<file path="config.mk">
export PLATFORM = sky130hd
export DESIGN_NAME = lcd_instruction_arbiter_flat
export DESIGN_NICKNAME = d
export VERILOG_FILES = /design/src/rtl/lcd_instruction_arbiter_if.sv /design/src/rtl/lcd_instruction_arbiter.sv /design/src/flat_wrapper.sv
export SDC_FILE = /design/constraint.sdc
export NUM_CORES = 1
export LEC_CHECK = 0
export ABC_CLOCK_PERIOD_IN_PS = 4100
export BUFFER_PORTS_ARGS = -buffer_cell sky130_fd_sc_hd__buf_2
export CAP_MARGIN = 10
export CORE_MARGIN = 2
export CORE_UTILIZATION = 45
export CTS_BUF_LIST = sky130_fd_sc_hd__clkbuf_4
export DETAILED_ROUTE_END_ITERATION = 6
export PLACE_DENSITY = 0.77
export SLEW_MARGIN = 20
export SYNTH_ARGS = -nofsm -noshare
export SYNTH_HDL_FRONTEND = slang
export SYNTH_SLANG_ARGS = --single-unit
</file>
<file path="constraint.sdc">
create_clock -name Clock_50 -period 4.1 [get_ports Clock_50]
set_input_delay 0.41 -clock Clock_50 [delete_from_list [all_inputs] [get_ports Clock_50]]
set_output_delay 0.41 -clock Clock_50 [all_outputs]
set_load 0.005 [all_outputs]
</file>
<file path="src/rtl/lcd_instruction_arbiter_if.sv">
// Bundle of the two requester ports and the LCD_controller instruction port.
// The arbiter connects through the slave modport; the surrounding system
// (requesters plus LCD_controller) uses the master modport.
interface lcd_instruction_arbiter_if;
    // Requester A (typically the character writer)
    logic       Req_A_valid;
    logic [8:0] Req_A_instruction;
    logic       Req_A_lock;
    logic       Req_A_ack;

    // Requester B (typically the line/cursor manager)
    logic       Req_B_valid;
    logic [8:0] Req_B_instruction;
    logic       Req_B_lock;
    logic       Req_B_ack;

    // LCD_controller side
    logic       LCD_start;
    logic [8:0] LCD_instruction;
    logic       LCD_done;

    // Status
    logic       Init_done;
    logic [1:0] Grant;

    modport slave (
        input  Req_A_valid, Req_A_instruction, Req_A_lock,
        output Req_A_ack,
        input  Req_B_valid, Req_B_instruction, Req_B_lock,
        output Req_B_ack,
        output LCD_start, LCD_instruction,
        input  LCD_done,
        output Init_done, Grant
    );

    modport master (
        output Req_A_valid, Req_A_instruction, Req_A_lock,
        input  Req_A_ack,
        output Req_B_valid, Req_B_instruction, Req_B_lock,
        input  Req_B_ack,
        input  LCD_start, LCD_instruction,
        output LCD_done,
        input  Init_done, Grant
    );
endinterface

</file>
<file path="src/rtl/lcd_instruction_arbiter.sv">
// LCD instruction arbiter: runs the fixed 5-entry LCD power-up sequence, then
// shares the single LCD_controller instruction port between requesters A and B
// using round-robin arbitration, with an optional per-requester lock that
// keeps the grant across a burst of instructions.
module lcd_instruction_arbiter (
    input  logic                       Clock_50,
    input  logic                       Resetn,
    lcd_instruction_arbiter_if.slave   bus
);

    typedef enum logic [2:0] {
        S_INIT_ISSUE,
        S_INIT_WAIT,
        S_IDLE,
        S_ISSUE,
        S_WAIT,
        S_ACK
    } state_e;

    // One-hot owner encodings, shared by Grant and lock_owner.
    localparam logic [1:0] OWN_NONE = 2'b00;
    localparam logic [1:0] OWN_A    = 2'b01;
    localparam logic [1:0] OWN_B    = 2'b10;

    localparam logic [2:0] INIT_LAST = 3'd4;

    // Power-up sequence: function set, display on, clear, entry mode, home.
    function automatic logic [8:0] init_entry(input logic [2:0] idx);
        logic [8:0] entry;
        case (idx)
            3'd0:    entry = 9'h038;
            3'd1:    entry = 9'h00C;
            3'd2:    entry = 9'h001;
            3'd3:    entry = 9'h006;
            default: entry = 9'h080;
        endcase
        return entry;
    endfunction

    state_e     state_q,       state_d;
    logic [2:0] init_idx_q,    init_idx_d;
    logic       init_done_q,   init_done_d;
    logic       start_q,       start_d;
    logic [8:0] instr_q,       instr_d;
    logic [1:0] grant_q,       grant_d;
    logic [1:0] lock_owner_q,  lock_owner_d;
    logic       last_b_q,      last_b_d;     // 1: B was served last, so A is preferred
    logic       ack_a_q,       ack_a_d;
    logic       ack_b_q,       ack_b_d;

    // Eligibility and round-robin winner, evaluated only in S_IDLE.
    logic       elig_a;
    logic       elig_b;
    logic       win_a;
    logic       win_b;
    logic       owner_lock;
    logic       lock_release;

    // Work out who may be granted this cycle and whether an idle lock lapses.
    always_comb begin
        elig_a = bus.Req_A_valid && (lock_owner_q != OWN_B);
        elig_b = bus.Req_B_valid && (lock_owner_q != OWN_A);
        win_a  = 1'b0;
        win_b  = 1'b0;
        if (elig_a && elig_b) begin
            win_a = last_b_q;
            win_b = !last_b_q;
        end else begin
            win_a = elig_a;
            win_b = elig_b;
        end
        // A lock lapses when its owner neither wants it nor has work queued.
        lock_release = ((lock_owner_q == OWN_A) && !bus.Req_A_lock && !bus.Req_A_valid) ||
                       ((lock_owner_q == OWN_B) && !bus.Req_B_lock && !bus.Req_B_valid);
        // Lock request of whoever currently holds the grant.
        owner_lock   = grant_q[0] ? bus.Req_A_lock : bus.Req_B_lock;
    end

    // Next-state and next-output computation for the init/arbitration FSM.
    always_comb begin
        // NOTE: every *_d starts from its current value so no path through
        // the case statement leaves a signal unassigned and infers a latch.
        state_d      = state_q;
        init_idx_d   = init_idx_q;
        init_done_d  = init_done_q;
        start_d      = start_q;
        instr_d      = instr_q;
        grant_d      = grant_q;
        lock_owner_d = lock_owner_q;
        last_b_d     = last_b_q;
        ack_a_d      = ack_a_q;
        ack_b_d      = ack_b_q;

        case (state_q)
            S_INIT_ISSUE: begin
                instr_d = init_entry(init_idx_q);
                start_d = 1'b1;
                state_d = S_INIT_WAIT;
            end

            S_INIT_WAIT: begin
                if (start_q) begin
                    // Done coinciding with our own start pulse is stale.
                    start_d = 1'b0;
                end else if (bus.LCD_done) begin
                    if (init_idx_q < INIT_LAST) begin
                        init_idx_d = init_idx_q + 3'd1;
                        state_d    = S_INIT_ISSUE;
                    end else begin
                        init_done_d = 1'b1;
                        state_d     = S_IDLE;
                    end
                end
            end

            S_IDLE: begin
                if (lock_release) begin
                    // Normal arbitration resumes next cycle.
                    lock_owner_d = OWN_NONE;
                    grant_d      = OWN_NONE;
                end else if (win_a) begin
                    grant_d = OWN_A;
                    instr_d = bus.Req_A_instruction;
                    start_d = 1'b1;
                    state_d = S_ISSUE;
                end else if (win_b) begin
                    grant_d = OWN_B;
                    instr_d = bus.Req_B_instruction;
                    start_d = 1'b1;
                    state_d = S_ISSUE;
                end
            end

            S_ISSUE: begin
                start_d = 1'b0;
                state_d = S_WAIT;
            end

            S_WAIT: begin
                if (bus.LCD_done) begin
                    ack_a_d      = grant_q[0];
                    ack_b_d      = grant_q[1];
                    last_b_d     = grant_q[1];
                    lock_owner_d = owner_lock ? grant_q : OWN_NONE;
                    state_d      = S_ACK;
                end
            end

            S_ACK: begin
                ack_a_d = 1'b0;
                ack_b_d = 1'b0;
                if (lock_owner_q == OWN_NONE) begin
                    grant_d = OWN_NONE;
                end
                state_d = S_IDLE;
            end

            default: begin
                state_d = S_INIT_ISSUE;
            end
        endcase
    end

    // State and output registers; reset restarts the init sequence.
    always_ff @(posedge Clock_50 or negedge Resetn) begin
        // NOTE: every flop here has an explicit async reset value, so reset
        // mid-transaction drops any pending ack and returns outputs at once.
        if (!Resetn) begin
            state_q      <= S_INIT_ISSUE;
            init_idx_q   <= 3'd0;
            init_done_q  <= 1'b0;
            start_q      <= 1'b0;
            instr_q      <= 9'h000;
            grant_q      <= OWN_NONE;
            lock_owner_q <= OWN_NONE;
            last_b_q     <= 1'b1;
            ack_a_q      <= 1'b0;
            ack_b_q      <= 1'b0;
        end else begin
            // NOTE: non-blocking assignments so every flop samples the
            // pre-edge value of every other flop.
            state_q      <= state_d;
            init_idx_q   <= init_idx_d;
            init_done_q  <= init_done_d;
            start_q      <= start_d;
            instr_q      <= instr_d;
            grant_q      <= grant_d;
            lock_owner_q <= lock_owner_d;
            last_b_q     <= last_b_d;
            ack_a_q      <= ack_a_d;
            ack_b_q      <= ack_b_d;
        end
    end

    assign bus.LCD_start       = start_q;
    assign bus.LCD_instruction = instr_q;
    assign bus.Init_done       = init_done_q;
    assign bus.Grant           = grant_q;
    assign bus.Req_A_ack       = ack_a_q;
    assign bus.Req_B_ack       = ack_b_q;

endmodule

</file>
<file path="src/flat_wrapper.sv">
// flat-port wrapper written by rule: the top's interface ports become plain ports
module lcd_instruction_arbiter_flat 
  (Clock_50, Resetn, bus_Req_A_valid, bus_Req_A_instruction, bus_Req_A_lock, bus_Req_A_ack, bus_Req_B_valid, bus_Req_B_instruction, bus_Req_B_lock, bus_Req_B_ack, bus_LCD_start, bus_LCD_instruction, bus_LCD_done, bus_Init_done, bus_Grant);
  lcd_instruction_arbiter_if bus_i ();
  input  logic Clock_50;
  input  logic Resetn;
  input wire logic [$bits(bus_i.Req_A_valid)-1:0] bus_Req_A_valid;
  input wire logic [$bits(bus_i.Req_A_instruction)-1:0] bus_Req_A_instruction;
  input wire logic [$bits(bus_i.Req_A_lock)-1:0] bus_Req_A_lock;
  output wire logic [$bits(bus_i.Req_A_ack)-1:0] bus_Req_A_ack;
  input wire logic [$bits(bus_i.Req_B_valid)-1:0] bus_Req_B_valid;
  input wire logic [$bits(bus_i.Req_B_instruction)-1:0] bus_Req_B_instruction;
  input wire logic [$bits(bus_i.Req_B_lock)-1:0] bus_Req_B_lock;
  output wire logic [$bits(bus_i.Req_B_ack)-1:0] bus_Req_B_ack;
  output wire logic [$bits(bus_i.LCD_start)-1:0] bus_LCD_start;
  output wire logic [$bits(bus_i.LCD_instruction)-1:0] bus_LCD_instruction;
  input wire logic [$bits(bus_i.LCD_done)-1:0] bus_LCD_done;
  output wire logic [$bits(bus_i.Init_done)-1:0] bus_Init_done;
  output wire logic [$bits(bus_i.Grant)-1:0] bus_Grant;
  assign bus_i.Req_A_valid = bus_Req_A_valid;
  assign bus_i.Req_A_instruction = bus_Req_A_instruction;
  assign bus_i.Req_A_lock = bus_Req_A_lock;
  assign bus_Req_A_ack = bus_i.Req_A_ack;
  assign bus_i.Req_B_valid = bus_Req_B_valid;
  assign bus_i.Req_B_instruction = bus_Req_B_instruction;
  assign bus_i.Req_B_lock = bus_Req_B_lock;
  assign bus_Req_B_ack = bus_i.Req_B_ack;
  assign bus_LCD_start = bus_i.LCD_start;
  assign bus_LCD_instruction = bus_i.LCD_instruction;
  assign bus_i.LCD_done = bus_LCD_done;
  assign bus_Init_done = bus_i.Init_done;
  assign bus_Grant = bus_i.Grant;
  lcd_instruction_arbiter u_core (.Clock_50(Clock_50), .Resetn(Resetn), .bus(bus_i));
endmodule
</file>
==> impl_metrics.yaml <==
yosys:
  avgSynthCellArea_um2: 8.697
  synth-edff-count: 0
  syn_inst: 184
  synth.net_count: 215
  synth_warnings: 0
  syn_area_mm2: 0.001600
  synth_seq_cells: 24
  yosysUniqueCellTypes: 45
  yosysSeqAreaShare: 0.3761
  ys_async_sr_fraction: 1.000
  synth_ff_type: "dfrtp_1"
global_routing:
  antenna_found_initial: 0
  grt_pass1_wl_um: 6389
  grt_util_all_layers: 0.1962
  grt_start_max_net_pins: 29
  grt_overflow: 0
  grt_pass1_vias: 1409
die:
  die_w_um: 63.64
  start_util: 0.4758
  rows: 21
  pin_count: 40
  die_h_um: 63.64
  coreArea_mm2: 0.003363
  dieArea_mm2: 0.004049
cells_and_area:
  num-nets-final: 249
  drive_above_1_share: 0.2304
  stdcell_area_mm2: 0.001836
  antennaDiodeCount: 0
  syn2layout_area_growth_pct: 14.70
worst_setup_path:
  cp_max_fo: 10
  worstSetupEndpointType: "register"
  cp.required_ps: 4310
  cp.arrival_ps: 2060
  start_kind: "register"
  critPathKind: "reg -> reg"
power:
  p_int_w: 0.0005902
  p_comb_frac: 0.476
  switching_share: 0.4205
  clockPowerShare: 0.106
  switchingPower_w: 0.0004282
  power_frac_seq: 0.418
  p_leak_nw: 0.8415
  powerDensity_mw_per_mm2: 554.8
  peakVddDrop_uv: 367.6
drt:
  drc: 0
  top_layer: "met4"
  ant_nets: 0
  first_pass_iters: 5
  drt_iter0_markers: 116
  met1Wirelength_um: 1736
  drt_wl_total_um: 3787
  post_drt_via_cell_ratio: 5.989
  wl_per_cell_um: 14.40
  vias: 1575
  wl_met2_um: 1728
  wl_met3_um: 252
clocking:
  clk_pin_slew_ps: 130
  insertion_delay_ps: 320
  clock_sinks: 24
  cts_tree: "yes"
  cts-hold-fix-buffers: 0
  clk_path_buf_depth: 2
  cts-buffers-inserted: 3
  postCtsSetupRepairBufs: 0
  cts-root-buf: "clkbuf_4"
  post_cts_resized: 0
  h-tree-depth: 1
sta:
  finalCriticalPeriod_ps: 1850
  setup_viol: 0
  tns_ps: 0
  final.setup_skew_ps: 5.204
  min_period_over_period: 0.4512
  relSlewSlack: 0.4740
  finalMaxSlewViolations: 0
  hold_violations: 0
  tightest_slew_ps: 787.3
  rsz0062_at_grt: "no"
  max_freq_mhz: 540.5
outcome:
  status: "finished, final reports clean"
placement:
  placed_area_mm2: 0.001809
  gp_congestion: 0.8837
  dp_hpwl_um: 2838
  portBuffers: 39
job:
  maxCapViolations: 0
hold_path:
  hold_path.class: "in -> async"
-- critical path, stage by stage (launching register included) --
cell	delay [ps]
dfrtp_1	470
nor2b_1	670
a211oi_1	150
o31ai_1	330
a2bb2oi_1	110
-- final timing paths --
kind / start / endpoint / slack, ps / cells after the start
max: u_core.lock_owner_q[0] / u_core.bus.LCD_instruction[2] / 2250 / 4
min: Resetn / u_core.bus.Req_B_ack / 50 / 1
max reg2reg: u_core.lock_owner_q[0] / u_core.bus.LCD_instruction[2] / 2250 / 4
min reg2reg: u_core.bus.Init_done / u_core.bus.Init_done / 490 / 1
max in group asynchronous: Resetn / u_core.last_b_q / 3680 / 1
min in group Clock_50: bus_Req_A_lock / u_core.lock_owner_q[0] / 370 / 3
-- flip-flops by register name, summed over array words and instances, names as in the netlist --
signal                      flops
u_core.bus.Grant                2
u_core.bus.Init_done            1
u_core.bus.LCD_instruction      9
u_core.bus.LCD_start            1
u_core.bus.Req_A_ack            1
u_core.bus.Req_B_ack            1
u_core.init_idx_q               3
u_core.last_b_q                 1
u_core.lock_owner_q             2
u_core.state_q                  3
-- area by class of cell --
class                           count  area, um^2
Timing Repair Buffer               39       195.2
Clock buffer                        3       22.52
Fill cell                         337        1528
Clock inverter                      1       3.754
Inverter                           10       37.54
Tap cell                           46       57.56
Multi-Input combinational cell    140       917.1
Sequential cell                    24       601.8
-- cells by family after synthesis --
kind of cell	synth area share
buf+inv	0.05082
simple gates	0.2361
mux	0.02736
compound gates	0.2572
xor+xnor	0.005474
fa+ha+maj	0.04691
flops	0.3761
-- cells in the mapped netlist, drive strengths merged (3+ instances only) --
cell,instances,share of area
o211ai,5,0.023
dfrtp,23,0.36
mux2,3,0.021
o31ai,3,0.014
nor2,7,0.016
a211oi,6,0.028
inv,10,0.023
o22ai,5,0.020
nand2b,8,0.031
nor3,8,0.025
clkbuf,3,0.0070
buf,7,0.020
ha,6,0.047
nand2,15,0.035
nand4,5,0.020
a31oi,11,0.043
nand3,3,0.0094
or3,3,0.012
o21ai,10,0.031
a21oi,5,0.016
nor2b,12,0.047
-- layout by cell type (no fill, tap or decap), types with 2 or more instances in the layout --
cell type  synthesis  layout
a211oi_1           6       6
a21oi_1            5       5
a221o_1            2       2
a22o_1             2       2
a31oi_1           11      11
buf_2              5      39
clkbuf_4           0       3
dfrtp_1           23      23
ha_1               6       6
inv_1              9       9
mux2_2             2       2
nand2_1           15      15
nand2b_1           8       8
nand3_1            3       3
nand4_1            5       5
nor2_1             7       7
nor2b_1           12      12
nor3_1             8       8
nor4b_1            2       2
o211ai_1           5       5
o21a_1             2       2
o21ai_0            8       8
o21ai_1            2       2
o21bai_1           2       2
o22ai_1            5       5
o31ai_1            3       3
or2_2              2       2
or3_1              3       3
-- metal layers --
layer | vias up | GRT usage
met4 | 0 | 0.06250
met3 | 12 | 0.04464
met2 | 68 | 0.2921
li1 | 755 | -
met1 | 740 | 0.2809
met5 | - | 0
-- power groups by stage --
stage / clock [W] / combinational (W) / sequential [W]
after global routing: 0.000120 / 0.000543 / 0.000444
final: 0.000108 / 0.000485 / 0.000425
after floorplan: 0 / 0.000349 / 0.000403
after CTS: 0.000112 / 0.000483 / 0.000426
after global placement: 0 / 0.000479 / 0.000427
after detailed placement: 0 / 0.000480 / 0.000432
-- metrics by stage --
step	utilization	cells	hold WS, ps	power [W]	setup slack, ps
global route	0.5458	263	81.44	0.001106	2131
CTS	0.5458	263	61.09	0.001021	2280
floorplan	-	184	114.4	0.0007512	2468
finish	0.5458	263	50.98	0.001018	2250
global placement	0.5379	259	420.4	0.0009062	2336
detailed placement	0.5379	259	431.4	0.0009128	2306
No activity file was read; power rests on OpenSTA's default activity.
